[src/rtl/pipe_control.sv]
// Hazard control for an in-order pipeline: per-stage tracking, load-use stall,
// branch flush, operand forwarding select and retirement count. Define
// PIPE_CONTROL_FWD_EN to enable forwarding; otherwise RAW hazards stall until clear.
module pipe_control #(
    parameter int STAGES  = 5,
    parameter int ADDRW   = 5,
    parameter int BRSTAGE = STAGES - 1,
    parameter int LDSTAGE = 3
) (
    input  logic                       clk,
    input  logic                       rst,
    input  logic                       id_valid,
    input  logic [ADDRW-1:0]           id_ra,
    input  logic [ADDRW-1:0]           id_rb,
    input  logic                       id_usea,
    input  logic                       id_useb,
    input  logic [ADDRW-1:0]           id_rd,
    input  logic                       id_regwrite,
    input  logic                       id_memread,
    input  logic                       branch_taken,
    output logic                       stall,
    output logic                       flush,
    output logic [STAGES-1:0]          valid,
    output logic [$clog2(STAGES)-1:0]  fwd_a,
    output logic [$clog2(STAGES)-1:0]  fwd_b,
    output logic [31:0]                retired
);

    localparam int FW = $clog2(STAGES);
    localparam logic [ADDRW-1:0] XZR = '1;

    typedef struct packed {
        logic             valid;
        logic             regwrite;
        logic             memread;
        logic             usea;
        logic             useb;
        logic [ADDRW-1:0] rd;
        logic [ADDRW-1:0] ra;
        logic [ADDRW-1:0] rb;
    } entry_t;

    if (STAGES < 4 || STAGES > 8 || BRSTAGE < 2 || BRSTAGE > STAGES - 1 ||
        LDSTAGE < 3 || LDSTAGE > STAGES - 1) begin : g_bad_params
        $error("pipe_control: parameter outside legal range");
    end

    entry_t pipe_q [STAGES-1:2];
    entry_t pipe_d [STAGES-1:2];
    entry_t id_entry;
    logic   hazard;

    // True when the ID instruction reads register rd (XZR never creates a dependency).
    function automatic logic id_reads(input logic [ADDRW-1:0] rd,
                                      input logic [ADDRW-1:0] ra,
                                      input logic [ADDRW-1:0] rb,
                                      input logic usea,
                                      input logic useb);
        return (rd != XZR) && ((usea && ra == rd) || (useb && rb == rd));
    endfunction

    always_comb begin
        id_entry          = '0;
        id_entry.valid    = id_valid;
        id_entry.regwrite = id_regwrite;
        id_entry.memread  = id_memread;
        id_entry.usea     = id_usea;
        id_entry.useb     = id_useb;
        id_entry.rd       = id_rd;
        id_entry.ra       = id_ra;
        id_entry.rb       = id_rb;
    end

    // NOTE: combinational blocks use blocking assignments with a default first,
    // so every path assigns every output and no latch is inferred.
    always_comb begin
        hazard = 1'b0;
`ifdef PIPE_CONTROL_FWD_EN
        for (int k = 2; k < LDSTAGE; k++) begin
            if (pipe_q[k].valid && pipe_q[k].memread &&
                id_reads(pipe_q[k].rd, id_ra, id_rb, id_usea, id_useb))
                hazard = 1'b1;
        end
`else
        for (int k = 2; k < STAGES; k++) begin
            if (pipe_q[k].valid && pipe_q[k].regwrite &&
                id_reads(pipe_q[k].rd, id_ra, id_rb, id_usea, id_useb))
                hazard = 1'b1;
        end
`endif
        hazard = hazard && id_valid;
    end

    assign flush = branch_taken && pipe_q[BRSTAGE].valid;
    assign stall = hazard && !flush;

    always_comb begin
        fwd_a = '0;
        fwd_b = '0;
`ifdef PIPE_CONTROL_FWD_EN
        // Scan oldest to youngest so the youngest producer is the final winner.
        for (int k = STAGES - 1; k >= 3; k--) begin
            if (pipe_q[k].valid && pipe_q[k].regwrite && pipe_q[k].rd != XZR &&
                (!pipe_q[k].memread || k >= LDSTAGE)) begin
                if (pipe_q[2].usea && pipe_q[k].rd == pipe_q[2].ra) fwd_a = FW'(k);
                if (pipe_q[2].useb && pipe_q[k].rd == pipe_q[2].rb) fwd_b = FW'(k);
            end
        end
`endif
    end

    always_comb begin
        for (int k = 3; k < STAGES; k++) pipe_d[k] = pipe_q[k-1];
        pipe_d[2] = stall ? entry_t'('0) : id_entry;
        if (flush) begin
            for (int k = 2; k <= BRSTAGE; k++) pipe_d[k] = '0;
        end
    end

    // NOTE: sequential state uses non-blocking assignments; the stage array is
    // small control state and is reset so no stale entry survives a reset.
    always_ff @(posedge clk or negedge rst) begin
        if (!rst) begin
            for (int k = 2; k < STAGES; k++) pipe_q[k] <= '0;
            retired <= '0;
        end else begin
            for (int k = 2; k < STAGES; k++) pipe_q[k] <= pipe_d[k];
            if (pipe_q[STAGES-1].valid) retired <= retired + 32'd1;
        end
    end

    // Fetch always holds an instruction; IF/ID validity comes from the ID register.
    always_comb begin
        valid    = '0;
        valid[0] = 1'b1;
        valid[1] = id_valid;
        for (int k = 2; k < STAGES; k++) valid[k] = pipe_q[k].valid;
    end

endmodule

[config.mk]
export PLATFORM = sky130hd
export DESIGN_NAME = pipe_control
export DESIGN_NICKNAME = d
export VERILOG_FILES = /design/src/rtl/pipe_control.sv
export SDC_FILE = /design/constraint.sdc
export NUM_CORES = 1
export LEC_CHECK = 0
export BUFFER_PORTS_ARGS = -buffer_cell sky130_fd_sc_hd__buf_2
export CORE_AREA = 2 2 70 98
export DETAILED_ROUTE_END_ITERATION = 8
export DIE_AREA = 0 0 72 100
export MAX_ROUTING_LAYER = met4
export PLACE_DENSITY = 0.79
export SLEW_MARGIN = 25
export SYNTH_ARGS = -nofsm -noshare
export SYNTH_HDL_FRONTEND = slang
export SYNTH_SLANG_ARGS = --single-unit
[constraint.sdc]
create_clock -name clk -period 2.6 [get_ports clk]
set_clock_uncertainty 0.15 [all_clocks]
set_input_delay 0.65 -clock clk [delete_from_list [all_inputs] [get_ports clk]]
set_output_delay 0.65 -clock clk [all_outputs]
set_load 0.02 [all_outputs]
==> summary by stage, run 1 <==
Critical path
The kind of capture point of the worst setup path is an output pin. The number of buffers and inverters on the critical path is 2. The classification of the worst setup path is in -> out. For this design, the slowest cell found on the critical path is sky130_fd_sc_hd__nor4_1. The critical path data arrival time is 1.84 ns. Broken down by cell family, the worst path's largest delay share belongs to simple AND/OR/NAND/NOR gates.

The worst setup path is launched from an input pin. The top fanout value on the critical path is 3. The critical path's largest stage delay is 0.29 ns. The required time reported for the critical path endpoint is 1.80 ns. Traced cell by cell, the critical path runs through buf_8, xor2_1, nor4_1, nand3_1, a21oi_2, o21ba_4, buf_6.

GRT
Global routing finished with a remaining overflow of 0. The via count of the first global-routing pass came to 1977. Entering global routing, the biggest net connects 54 pins.

The initial antenna violation count is 0. The first global-routing pass estimated 9000 um of wire. Global routing used 16.3% of the available tracks.

Detailed routing
The total number of vias is 1997. The aggregate routed wire length is 5530 um. The detailed router finished its first iteration with 67 violations. The via density per instance is 5.07. The mean routed wirelength per cell is 14.0 um.

The number of remaining DRC errors is 0. Once detail routing completed, the nets flagged for antenna violations numbered 0. The first detailed-routing pass ran for 4 iterations.

Die
The horizontal die dimension is 72 um. The number of rows in the core area is 35. 68 I/O pins were placed.

In this run the standard cell core region covers 6440 sq um. The area enclosed by the die boundary is 7200 sq um. The overall die height is 100 um. The initial core utilization is 42.1%.

Finish
The final layout net count is 343. The number of antenna diodes is 0. The number of fill cells is 587. For this run, the share of the core covered by cells in the final layout is 51.0%. The total non-filler cell area in the finished layout is 3280 sq um. In the final layout, the share of cells above drive strength 1 is 29.4%. From synthesis to final layout, the design area changed by 21.2%. The multi-input combinational cells in the finished layout cover a total of 1290 sq um. The area occupied by registers is 1330 sq um.

Clock tree
TritonCTS built the clock tree. The later-pin clock latency in the skew report is 0.31 ns. The clock drives 53 sinks.

The number of levels in the clock H-tree is 2. The cell chosen for the clock root is sky130_fd_sc_hd__clkbuf_8. The number of buffers added by the clock tree synthesis step is 5. Clock-pin slew was measured on the worst setup and hold paths at 0.10 ns. The longest clock path from root to sink contains 2 buffers.

STA
Based on the critical path, the design can be clocked at up to 0.379 GHz. The worst path uses 102% of the clock period. Setup violations remaining at the end of the flow were counted as 1. The count of final max-slew check failures is 0. Setup repair after global routing could not meet its margin everywhere. The worst-case setup margin in the final layout is -0.0413 ns.

The final sum of negative setup slack is -0.0413 ns. For the finished layout, the period the worst path requires is 2.64 ns. The transition time at the pin with the least slew margin is 0.655 ns. The worst slew margin relative to its limit is 56.3%.

The count of endpoints failing hold in the final timing report was 0.

Placed design
The number of buffers added on ports is 59. The final RePlAce weighted congestion is 0.910. The cell area after placement is 3060 sq um. The final HPWL from detailed placement is 4120 um.

Pwr
VDD sags by at most 0.287 mV. The areal power density over the cells is 615 nW/um^2. Summed over all cells, the static leakage comes to 1.63 nW.

Yosys
The count of different cell masters after synthesis is 34. In the synthesized netlist the async set-or-reset flop fraction comes to 100%. The synthesized design contains 53 register bits. The cell area after synthesis is 2710 sq um.

The number of flops mapped to enable cells by yosys is 0. For this run, the number of Yosys warnings is 0. The most used flip-flop cell after synthesis is sky130_fd_sc_hd__dfrtp_1. The average cell area after synthesis is 10.8 sq um. The share of the Yosys chip area taken by registers is 49.0%. Synthesis produced a netlist whose cell count is 251.

Status
The run finished, with violations left. The final reports fail on setup timing.

Min path
In this run the worst hold path is classified as in -> async.

Flow run
Max-cap violations in this run came to 0.
-- worst register-to-register path: stages, from the launching register on --
cell	delay, ns
sky130_fd_sc_hd__dfrtp_1	0.53
sky130_fd_sc_hd__and4_4	0.30
sky130_fd_sc_hd__nand3_2	0.14
sky130_fd_sc_hd__or4_1	0.65
sky130_fd_sc_hd__nor4_4	0.23
sky130_fd_sc_hd__xor2_1	0.17
-- registers in the layout, summed over array words and instances (netlist names) --
name     cells
pipe_q      18
retired     32
valid        3
-- through the flow --
| stage | instances | power (mW) | hold slack [ns] | setup slack (ns) |
|---|---|---|---|---|
| floorplan | 256 | 1.29 | 0.204 | 0.00414 |
| global placement | 380 | 1.42 | 0.304 | -0.132 |
| detailed placement | 380 | 1.44 | 0.305 | -0.136 |
| CTS | 393 | 2.04 | 0.322 | -0.0125 |
| global route | 394 | 2.12 | 0.329 | -0.0576 |
| finish | 394 | 2.02 | 0.311 | -0.0413 |
-- worst paths after layout --
kind                              from           to  slack (ns)  depth (start not counted)
max in group asynchronous          rst  retired[16]        1.55                          2
setup / recovery              id_ra[0]        stall       -0.04                          7
hold reg to reg            retired[31]  retired[31]        0.32                          1
setup reg to reg              valid[4]  retired[31]        0.36                          5
min in group clk           retired[31]  retired[31]        0.32                          1
hold / removal                     rst   retired[6]        0.31                          2
-- power breakdown --
group	switching (mW)	internal, mW	leakage (nW)	total [mW]
combinational	0.228	0.187	0.886	0.415
clock	0.267	0.313	0.0574	0.580
sequential	0.113	0.911	0.688	1.02
total	0.608	1.41	1.63	2.02
-- cells in the final DEF, fill, tap and decap left out, types with 2 or more instances in the layout --
| cell type | n |
|---|---|
| sky130_fd_sc_hd__nor3_2 | 5 |
| sky130_fd_sc_hd__buf_8 | 2 |
| sky130_fd_sc_hd__nand2_1 | 25 |
| sky130_fd_sc_hd__nand4_1 | 5 |
| sky130_fd_sc_hd__and2_1 | 17 |
| sky130_fd_sc_hd__nor3_1 | 3 |
| sky130_fd_sc_hd__buf_6 | 4 |
| sky130_fd_sc_hd__dfrtp_1 | 53 |
| sky130_fd_sc_hd__conb_1 | 7 |
| sky130_fd_sc_hd__buf_2 | 52 |
| sky130_fd_sc_hd__xor2_1 | 40 |
| sky130_fd_sc_hd__nor2_1 | 10 |
| sky130_fd_sc_hd__nor4_1 | 6 |
| sky130_fd_sc_hd__nand3_1 | 13 |
| sky130_fd_sc_hd__o31ai_1 | 6 |
| sky130_fd_sc_hd__o211ai_1 | 3 |
| sky130_fd_sc_hd__xnor2_1 | 21 |
| sky130_fd_sc_hd__buf_4 | 14 |
| sky130_fd_sc_hd__a32oi_1 | 2 |
| sky130_fd_sc_hd__and3_1 | 2 |
| sky130_fd_sc_hd__clkbuf_8 | 6 |
| sky130_fd_sc_hd__nand3b_1 | 6 |
| sky130_fd_sc_hd__inv_1 | 4 |
-- synthesized netlist by cell type, types with 2 or more instances --
library cell	instances	area [sq um]
sky130_fd_sc_hd__o211ai_1	3	22.5
sky130_fd_sc_hd__nor3_2	5	50.1
sky130_fd_sc_hd__xnor2_1	21	184
sky130_fd_sc_hd__and3_1	2	12.5
sky130_fd_sc_hd__nand4_1	5	31.3
sky130_fd_sc_hd__nor2_1	10	37.5
sky130_fd_sc_hd__nand3_1	13	65.1
sky130_fd_sc_hd__dfrtp_1	53	1330
sky130_fd_sc_hd__clkbuf_1	2	7.51
sky130_fd_sc_hd__nor3_1	3	15.0
sky130_fd_sc_hd__conb_1	2	7.51
sky130_fd_sc_hd__buf_4	12	90.1
sky130_fd_sc_hd__a32oi_1	2	17.5
sky130_fd_sc_hd__nand2_1	25	93.8
sky130_fd_sc_hd__and2_1	17	106
sky130_fd_sc_hd__nand3b_1	6	45.0
sky130_fd_sc_hd__nor4_1	6	37.5
sky130_fd_sc_hd__inv_1	4	15.0
sky130_fd_sc_hd__o31ai_1	6	45.0
sky130_fd_sc_hd__xor2_1	40	350
-- metal layers --
layer  part of all wire (%)  global-route usage [%]
met1                     40                    18.0
met2                     54                    29.3
met5                      0                       -
met3                    4.4                    3.01
met4                    1.5                    4.93
-- area by class of cell --
| type | instances | area share (%) |
|---|---|---|
| sequential | 53 | 40.4 |
| multi-input combinational | 183 | 39.2 |
| timing repair buffer | 72 | 13.4 |
| tap | 74 | 2.82 |
| clock buffer | 6 | 2.52 |
| clock inverter | 2 | 1.14 |
| inverter | 4 | 0.457 |
-- cell families (layout without fill, tap and decap cells) --
kind of cell,Yosys count,after routing,share of synthesized area [%]
mux,1,1,0.416
fa+ha+maj,1,1,0.462
compound gates,14,14,3.93
simple gates,99,99,21.4
other cells,2,7,0.277
flops,53,53,49.0
buf+inv,20,84,4.76
xor+xnor,61,61,19.7
-- repair_timing --
action	4_1_cts	5_1_grt
cloned	0	0
endpoints found under the setup margin	1	1
pin swaps	12	10
gates resized for setup	13	4
endpoints found under the hold margin	0	0
setup buffers	6	1
hold buffers	0	0
(Power assumes the default switching activity.)
==> run 2: changes to the inputs <==
Settings changed: PLACE_DENSITY 0.79 to 0.81.
Clock period 2.6 ns to 2.4 ns, I/O delays scaled along.
==> run 2 against run 1 <==
Net effect: the run still ends with setup timing left; combinational power grew 11%; register-to-register slack lost 0.07 ns; utilization shrank 0.91 points; non-clock buffer count shrank 1; critical path type is now reg -> out; final area shrank 1.8%; sequential power grew 9%; global-route usage is essentially flat.
==> summary by stage, run 2 (synthesis gave the netlist of run 1 again) <==
Pwr
The combinational power share came to 22.1% (was 20.5%). The relative contribution of the clock network to total power is 24.8% (was 28.7%). The switching fraction of total power came to 31.8% (was 30.1%).

The areal power density over the cells came to 648 nW/um^2 (was 615 nW/um^2). The static leakage power was 1.61 nW (was 1.63 nW). The sequential power share was 53.1% (was 50.7%).

The internal power is 1.42 mW (was 1.41 mW). The net switching power was 0.665 mW (was 0.608 mW). The maximum vdd drop is 0.366 mV (was 0.287 mV).

STA
The transition time at the pin with the least slew margin is 0.671 ns (was 0.655 ns). The final critical path takes up 108% of the cycle. The count of final max-slew check failures is 0 (unchanged).

For this run, the top clock speed supported by timing is 0.386 GHz. Unrepaired setup endpoints after global routing: true (unchanged). The count of endpoints failing hold in the final timing report was 0 (unchanged).

The number of failing setup endpoints in the final timing report was 1 (unchanged). The worst-case setup margin in the final layout is -0.189 ns (was -0.0413 ns). The final critical path time including I/O delays and setup is 2.59 ns. The worst slew margin relative to its limit is 55.2% (was 56.3%).

Detailed routing
The via density per instance was 5.03 (was 5.07). The number of remaining DRC errors is 0 (unchanged). The remaining number of nets flagged by the antenna check after routing was 0 (unchanged). The mean routed wirelength per cell was 14.1 um (was 14.0 um). The total number of vias is 1977 (was 1997). The DRC marker count from the first detailed-route iteration is 69 (was 67). The aggregate routed wire length is 5520 um (was 5530 um). The count of TritonRoute iterations in the first routing pass is 4 (unchanged).

Critical path
The required time reported for the critical path endpoint came to 1.65 ns (was 1.80 ns). The top fanout value on the critical path was 4 (was 3). The start of the worst register-to-register path is retired[13] (was valid[4]). The kind of capture point of the worst setup path is an output pin (unchanged). The worst-path cell with the longest stage delay is sky130_fd_sc_hd__dfrtp_2 (was sky130_fd_sc_hd__nor4_1). The minimum setup slack among reg-to-reg paths came to 0.29 ns (was 0.36 ns).

The critical path's largest stage delay is 0.46 ns (was 0.29 ns). The depth of the most critical reg-to-reg path came to 5 (unchanged). The terminus of the critical flop-to-flop path is retired[27] (was retired[31]). The worst setup path startpoint is pipe_q[12] (was id_ra[0]). Crit path cell chain: xor2_1, nor4_1, a32oi_1, o22ai_2, o21ba_2, buf_6 (was buf_8, xor2_1, nor4_1, nand3_1, a21oi_2, o21ba_4, buf_6). The classification of the worst setup path is reg -> out (was in -> out). The startpoint type of the worst setup path is a flip-flop (was input pin). The critical path data arrival time came to 1.84 ns (about the same).

Clock tree
The maximum root-to-sink buffer count came to 2 (unchanged). The CTS clock-pin slew for the worst setup and hold paths is 0.10 ns (about the same). The clock sink count was 53 (unchanged). The number of buffers added by the clock tree synthesis step is 5 (unchanged). The cell chosen for the clock root is sky130_fd_sc_hd__clkbuf_8 (unchanged). The TritonCTS clock tree was yes (unchanged). The number of levels in the clock H-tree came to 2 (unchanged).

The number of buffers inserted by hold repair at cts is 0 (unchanged). The later-pin clock latency in the skew report is 0.30 ns (was 0.31 ns).

Status
Run status: complete, but fails checks (unchanged). Failing checks: setup timing (unchanged).

Die
The area enclosed by the die boundary is 7200 sq um (unchanged). The number of rows in the core area was 35 (unchanged). The initial core utilization is 42.1% (unchanged).

The number of top-level pins was 68 (unchanged). The overall die height is 100 um (unchanged). The core area came to 6440 sq um (unchanged). The horizontal die dimension is 72 um (unchanged).

Finish
The final layout net count is 342 (was 343). The fraction of layout instances using a drive strength above 1 came to 29.8% (was 29.4%). Commonest cells after routing, fill and taps aside: 58 x sky130_fd_sc_hd__buf_2, 52 x sky130_fd_sc_hd__dfrtp_1, 40 x sky130_fd_sc_hd__xor2_1, 25 x sky130_fd_sc_hd__nand2_1, 21 x sky130_fd_sc_hd__xnor2_1 (was 53 x sky130_fd_sc_hd__dfrtp_1, 52 x sky130_fd_sc_hd__buf_2, 40 x sky130_fd_sc_hd__xor2_1, 25 x sky130_fd_sc_hd__nand2_1, 21 x sky130_fd_sc_hd__xnor2_1).

The flip-flop count of the largest register after layout is 32 (unchanged). The post-synthesis to final-layout area growth is 19.0% (was 21.2%). The post-layout instance count excluding filler cells was 393 (was 394).

The most common library cell in the layout ignoring fill and taps is sky130_fd_sc_hd__buf_2 (was sky130_fd_sc_hd__dfrtp_1). The register bank with the most flops is retired (unchanged). The share of the core filled with cells came to 50.1% (was 51.0%).

The number of antenna diodes is 0 (unchanged).

GRT
The aggregate global routing overflow is 0 (unchanged). The maximum number of pins on one net before global-route repair is 30 (was 54). The via count of the first global-routing pass is 1951 (was 1977).

The overall fraction of global-route tracks in use is 16.3% (about the same). The initial antenna violation count is 0 (unchanged). The global-route wire length before repair is 9040 um (was 9000 um).

Min path
The kind of path behind the tightest hold check was in -> async (unchanged).

Placed design
The final HPWL from detailed placement is 4410 um (was 4120 um). The number of cells after detailed placement is 383 (was 380). The pre-CTS worst setup slack was -0.208 ns (was -0.136 ns).

The final RePlAce weighted congestion came to 1.00 (was 0.910). The number of buffers added on ports was 59 (unchanged).

Flow run
The number of violations of the max-capacitance limit is 0 (unchanged).
-- run 2: cell count changes in the layout (fill, tap and decap cells not counted), moves of 2 or more --
cell	previous run	this run
sky130_fd_sc_hd__buf_2	52	58
sky130_fd_sc_hd__buf_6	4	1
sky130_fd_sc_hd__buf_8	2	0
sky130_fd_sc_hd__buf_4	14	11
-- run 2: worst max path at each step --
stage,to,slack [ns],cells past startpoint
floorplan,stall,0.02,5
global placement,stall,-0.19,7
detailed placement,stall,-0.21,7
CTS,stall,-0.21,6
global route,stall,-0.32,6
finish,stall,-0.19,6
-- run 2: power groups by stage --
stage	Sequential (mW)	Clock (mW)	Combinational, mW
4_1_cts	1.11	0.538	0.468
5_1_grt	1.12	0.571	0.510
6_report	1.11	0.518	0.462
3_3_place_gp	1.12	0	0.445
3_5_place_dp	1.13	0	0.459
2_1_floorplan	1.16	0	0.239
-- run 2: final cells by class --
cell class	instances	area [sq um]
flip-flops and latches	53	1330
repair buffers	71	404
clock buffers	6	82.6
well taps	74	92.6
clock inverters	2	13.8
multi-input cells	183	1290
inverters	4	15.0
fillers	577	3210
-- run 2: layer usage --
metal	track usage [%]	up-vias	part of all wire, %
li1	-	958	-
met1	18.8	945	42
met5	-	-	0
met4	5.08	0	2.4
met2	28.5	63	51
met3	2.81	11	4.3
-- run 2: metrics by stage --
stage / area, sq um / hold WS (ns) / power (mW) / TNS, ns
floorplan: 2740 / 0.154 / 1.40 / 0
CTS: 3220 / 0.191 / 2.12 / -0.212
detailed placement: 3100 / 0.308 / 1.59 / -0.208
global route: 3220 / 0.220 / 2.20 / -0.322
global placement: 3100 / 0.302 / 1.57 / -0.189
finish: 3220 / 0.173 / 2.09 / -0.189
-- run 2: worst max-delay path: cells and delay by family, from the launching register on --
family          cells  cell delay, ns
buf+inv             1            0.11
simple gates        1            0.28
compound gates      3            0.54
xor+xnor            1            0.16
flops               1            0.46
-- run 2: timing repair --
item,CTS,global route
endpoints found under the setup margin,1,1
buffers inserted,2,0
gates cloned,0,0
resized for setup,4,0
pin swaps,7,5
